### src/rtl/serial_add_ctrl.sv
`default_nettype none
// ============================================================================
// Module      : serial_add_ctrl
// Description : Bit-serial WIDTH-bit add/subtract controller that pushes the
//               operands LSB-first through one full adder with a registered
//               carry, then reports sum, carry-out and signed overflow.
// Revision    : 1.0 - initial release
// ============================================================================
module serial_add_ctrl #(
  parameter int WIDTH = 8
) (
  input  logic             clk,
  input  logic             rst_n,
  input  logic             start,
  input  logic             sub,
  input  logic [WIDTH-1:0] a,
  input  logic [WIDTH-1:0] b,
  output logic             busy,
  output logic             done,
  output logic [WIDTH-1:0] s,
  output logic             co,
  output logic             ov
);

  localparam int CNT_W = $clog2(WIDTH);
  localparam logic [CNT_W-1:0] c_last_bit = CNT_W'(WIDTH - 1);
  localparam logic [CNT_W-1:0] c_msb_bit  = CNT_W'(WIDTH - 2);

  typedef enum logic [1:0] {
    ST_IDLE = 2'd0,
    ST_RUN  = 2'd1,
    ST_DONE = 2'd2
  } state_t;

  state_t r_state;
  state_t w_state_next;

  logic [WIDTH-1:0] r_a_sh;
  logic [WIDTH-1:0] r_b_sh;
  logic [WIDTH-2:0] r_sum_sh;
  logic             r_carry;
  logic             r_c_msb_in;
  logic [CNT_W-1:0] r_cnt;

  logic             w_accept;
  logic             w_run;
  logic             w_last;
  logic             w_fa_s;
  logic             w_fa_co;
  logic [WIDTH-1:0] w_sum_next;

  always_ff @(posedge clk or negedge rst_n) begin
    if (!rst_n) begin
      r_state <= ST_IDLE;
    end else begin
      r_state <= w_state_next;
    end
  end

  always_comb begin
    w_state_next = r_state;
    w_accept     = 1'b0;
    w_run        = 1'b0;
    w_last       = 1'b0;
    case (r_state)
      ST_IDLE: begin
        if (start) begin
          w_accept     = 1'b1;
          w_state_next = ST_RUN;
        end
      end
      ST_RUN: begin
        w_run = 1'b1;
        if (r_cnt == c_last_bit) begin
          w_last       = 1'b1;
          w_state_next = ST_DONE;
        end
      end
      ST_DONE: w_state_next = ST_IDLE;
      default: w_state_next = ST_IDLE;
    endcase
  end

  // The single shared full adder; the sum shift register holds only the
  // WIDTH-1 bits already produced, the current bit completes the word.
  assign w_fa_s     = r_a_sh[0] ^ r_b_sh[0] ^ r_carry;
  assign w_fa_co    = (r_a_sh[0] & r_b_sh[0]) | (r_carry & (r_a_sh[0] ^ r_b_sh[0]));
  assign w_sum_next = {w_fa_s, r_sum_sh};

  always_ff @(posedge clk or negedge rst_n) begin
    if (!rst_n) begin
      r_a_sh     <= '0;
      r_b_sh     <= '0;
      r_sum_sh   <= '0;
      r_carry    <= 1'b0;
      r_c_msb_in <= 1'b0;
      r_cnt      <= '0;
      s          <= '0;
      co         <= 1'b0;
      ov         <= 1'b0;
    end else if (w_accept) begin
      // Subtraction is A + ~B + 1: invert B and seed the carry with 1.
      r_a_sh   <= a;
      r_b_sh   <= sub ? ~b : b;
      r_carry  <= sub;
      r_cnt    <= '0;
      r_sum_sh <= '0;
    end else if (w_run) begin
      r_sum_sh <= w_sum_next[WIDTH-1:1];
      r_a_sh   <= {1'b0, r_a_sh[WIDTH-1:1]};
      r_b_sh   <= {1'b0, r_b_sh[WIDTH-1:1]};
      r_carry  <= w_fa_co;
      if (r_cnt == c_msb_bit) begin
        r_c_msb_in <= w_fa_co;
      end
      if (w_last) begin
        s  <= w_sum_next;
        co <= w_fa_co;
        ov <= w_fa_co ^ r_c_msb_in;
      end else begin
        r_cnt <= r_cnt + CNT_W'(1);
      end
    end
  end

  assign busy = (r_state == ST_RUN);
  assign done = (r_state == ST_DONE);

endmodule
`default_nettype wire

### config.mk
export PLATFORM = sky130hd
export DESIGN_NAME = serial_add_ctrl
export DESIGN_NICKNAME = d
export VERILOG_FILES = /design/src/rtl/serial_add_ctrl.sv
export SDC_FILE = /design/constraint.sdc
export NUM_CORES = 1
export LEC_CHECK = 0
export CAP_MARGIN = 5
export CORE_UTILIZATION = 25
export DETAILED_ROUTE_END_ITERATION = 12
export GPL_TIMING_DRIVEN = 0
export SKIP_CTS_REPAIR_TIMING = 1
export SLEW_MARGIN = 20
export SYNTH_ARGS = -nofsm -noshare
export SYNTH_HDL_FRONTEND = slang
export SYNTH_SLANG_ARGS = --single-unit
### constraint.sdc
create_clock -name clk -period 2.1 [get_ports clk]
set_clock_uncertainty 0.1 [all_clocks]
set_input_delay 0.525 -clock clk [delete_from_list [all_inputs] [get_ports clk]]
set_output_delay 0.525 -clock clk [all_outputs]
set_load 0.005 [all_outputs]
==> impl_metrics.tcl <==
set metrics [dict create \
    status "finished clean" \
    cts.path.max_buffers 2 \
    drtPass1Iterations 4 \
    die_h_um 89.5 \
    htree_levels 2 \
    yosys_most_used_dff "dfrtp_1" \
    clk_pin_slew_ps 80 \
    yosysWarningCount 0 \
    ys_seq_area_share_pct 52.4 \
    p_sw_share_pct 34.9 \
    crit_top_cell "buf_6" \
    cp.arrival_ps 1220 \
    ant_nets 0 \
    synth_edf_count 0 \
    grt_overflow_total 0 \
    areaGrowthSynthToFinish_pct 28.2 \
    use_met3_pct 2.77 \
    setup_violations 0 \
    syn_area_per_cell_um2 11.9 \
    dr.first_iter.drc_count 38 \
    worst_pin_slew_ps 492 \
    clockRootBuffer "clkbuf_8" \
    cp_slowest_cell "dfrtp_1" \
    min_period_ps 1840 \
    die_w_um 89.5 \
    busiest_layer "met2" \
    crit_end "done" \
    rows 31 \
    grt_max_degree 22 \
    switching_power_mw 1.07 \
    path_cells "buf_6, buf_6, nor2b_1, dlymetal6s2s_1" \
    yosysTopAreaCell "dfrtp_1" \
    fin_crit_sh_pct 87.6 \
    antennaDiodeCount 0 \
    dp_cells 290 \
    io_buffer_count 30 \
    groute.usage.overall_pct 10.6 \
    slew_headroom_pct 67.2 \
    seqPwrFrac_pct 41.8 \
    grt.met1_usage_pct 13.3 \
    critPathRequiredTime_ps 1470 \
    nNetsFinal 221 \
    power.density_mw_per_mm2 1250 \
    vias 1332 \
    r2r-start "r_cnt[0]" \
    tritoncts "yes" \
    cts_buffers 5 \
    synth.distinct_cells 31 \
    drt-wirelength-per-cell_um 12.9 \
    place.gp.congestion 0.731 \
    r2r_cells 5 \
    leakagePower_nw 1.09 \
    ir_drop_mv 0.626 \
    start_util_pct 26.1 \
    ys_ff_latch 40 \
    routed_via_density 4.50 \
    synth_top_area_share_pct 52.4 \
    drc_errors 0 \
    finalMaxSlewViolations 0 \
    grt.met2_usage_pct 17.3 \
    synth_nets 184 \
    core-area_mm2 0.00733 \
    finalHoldViolCount 0 \
    p_clk_share_pct 15.6 \
    p_total_mw 3.07 \
    critPathKind "flip-flop to output port" \
    syn_area_mm2 0.00191 \
    fmax_ghz 0.543 \
    fp.dieArea_mm2 0.00800 \
    synth_area_leaders "dfrtp_1, a22oi_1, a22o_1" \
    grt_pass1_vias 1323 \
    dpl.hpwl_um 2780 \
    slowest_delay_ps 370 \
    setup.worst_path.start_class "flip-flop" \
    worstSkewPairLatency_ps 290 \
    r2r_slack_ps 390 \
    cp-startpoint "r_state[1]" \
    min_path_type "input pin to asynchronous set/reset pin" \
    end_kind "output port" \
    antenna_found_initial 0 \
    combPwrFrac_pct 42.6 \
    drive_gt1_share_pct 15.2 \
    internal-power_mw 2.00 \
    syn_inst 160 \
    rr_endpoint "s[4]" \
    cts.sinks 40 \
    rsz0062_at_grt "false" \
    finalWirelength_um 3830 \
    grt_pass1_wl_um 6270 \
    fin_cells 296 \
    crit_fanout 10 \
    async_flop_share_pct 100 \
    cap_violations 0 \
    pin_count 32 \
]
flip-flops by register name, summed over array words and instances (netlist names):
register    cells
s               8
r_c_msb_in      1
r_a_sh          8
r_cnt           3
r_sum_sh        7
ov              1
r_b_sh          8
r_state         2
r_carry         1
co              1
kinds of logic (layout without fill, tap and decap cells):
| group | count (synthesis) | count (layout) | share of synthesized area, % |
|---|---|---|---|
| mux | 13 | 13 | 7.46 |
| flops | 40 | 40 | 52.4 |
| buf+inv | 16 | 53 | 4.58 |
| simple gates | 25 | 25 | 9.42 |
| xor+xnor | 9 | 9 | 4.12 |
| compound gates | 53 | 53 | 19.0 |
| fa+ha+maj | 4 | 4 | 3.01 |
layer usage:
layer	vias to the layer above	wire length [um]
met1	663	1740
met5	-	0
met4	0	65
met2	20	1870
li1	642	-
met3	7	157
worst min-delay path by stage:
stage | from | to | slack [ps] | cells after the start
3_5_place_dp | r_b_sh[4] | r_b_sh[4] | 370 | 2
6_report | rst_n | r_carry | 90 | 1
3_3_place_gp | r_b_sh[4] | r_b_sh[4] | 360 | 2
2_1_floorplan | rst_n | co | 130 | 0
4_1_cts | rst_n | r_a_sh[0] | 100 | 1
5_1_grt | rst_n | r_b_sh[4] | 120 | 1
critical path: cells and delay by family, from the launching register on:
kind | cells | cell delay, ps
flops | 1 | 370
simple gates | 1 | 120
buf+inv | 3 | 430
power by group through the flow:
stage	registers, mW	clock network [mW]	logic, mW
after floorplan	1.25	0	0.870
after global placement	1.29	0	1.29
after detailed placement	1.30	0	1.32
after CTS	1.28	0.504	1.32
after global routing	1.32	0.528	1.45
final	1.28	0.479	1.31
cell usage in the layout, fill, tap and decap left out, drive strengths merged:
cell	n
a22o	9
xnor2	1
nand2b	2
dlymetal6s2s	2
nand3b	1
clkbuf	8
nor3b	1
o21ai	16
and2b	3
clkdlybuf4s50	27
a21oi	12
a32o	1
a22oi	12
mux2i	3
inv	5
clkinv	1
nand2	4
nor3	2
nor2b	11
o21bai	1
mux2	10
xor2	8
ha	3
a21o	2
nand3	1
dfrtp	40
fa	1
buf	10
cell usage after synthesis (4+ instances only):
cell type   n
nor2b_1    11
dfrtp_1    40
nand2_1     4
mux2_2      6
mux2_1      4
inv_1       4
a22oi_1    12
a21oi_1    12
xor2_1      8
buf_2       4
o21ai_0    13
a22o_1      9
area by class of cell:
cell class / count / area [um^2]
fillers: 739 / 4880
flip-flops and latches: 40 / 1000
multi-input cells: 104 / 823
repair buffers: 31 / 328
well taps: 99 / 124
clock buffers: 6 / 72.6
plain buffers: 10 / 71.3
inverters: 5 / 26.3
clock inverters: 1 / 5.00
per-stage QoR:
stage                     instance area (um^2)  util (%)  TNS (ps)  hold slack, ps  worst slack [ps]
final                                     2450      33.4         0            90.4               259
after CTS                                 2440      33.2      -705             102              -384
after global placement                    2340      31.9    -24840             361              -620
after detailed placement                  2360      32.2      -212             369             -60.2
after floorplan                           1910         -         0             129               501
after global routing                      2450      33.4         0             118               175
No activity file was read; power rests on OpenSTA's default activity.
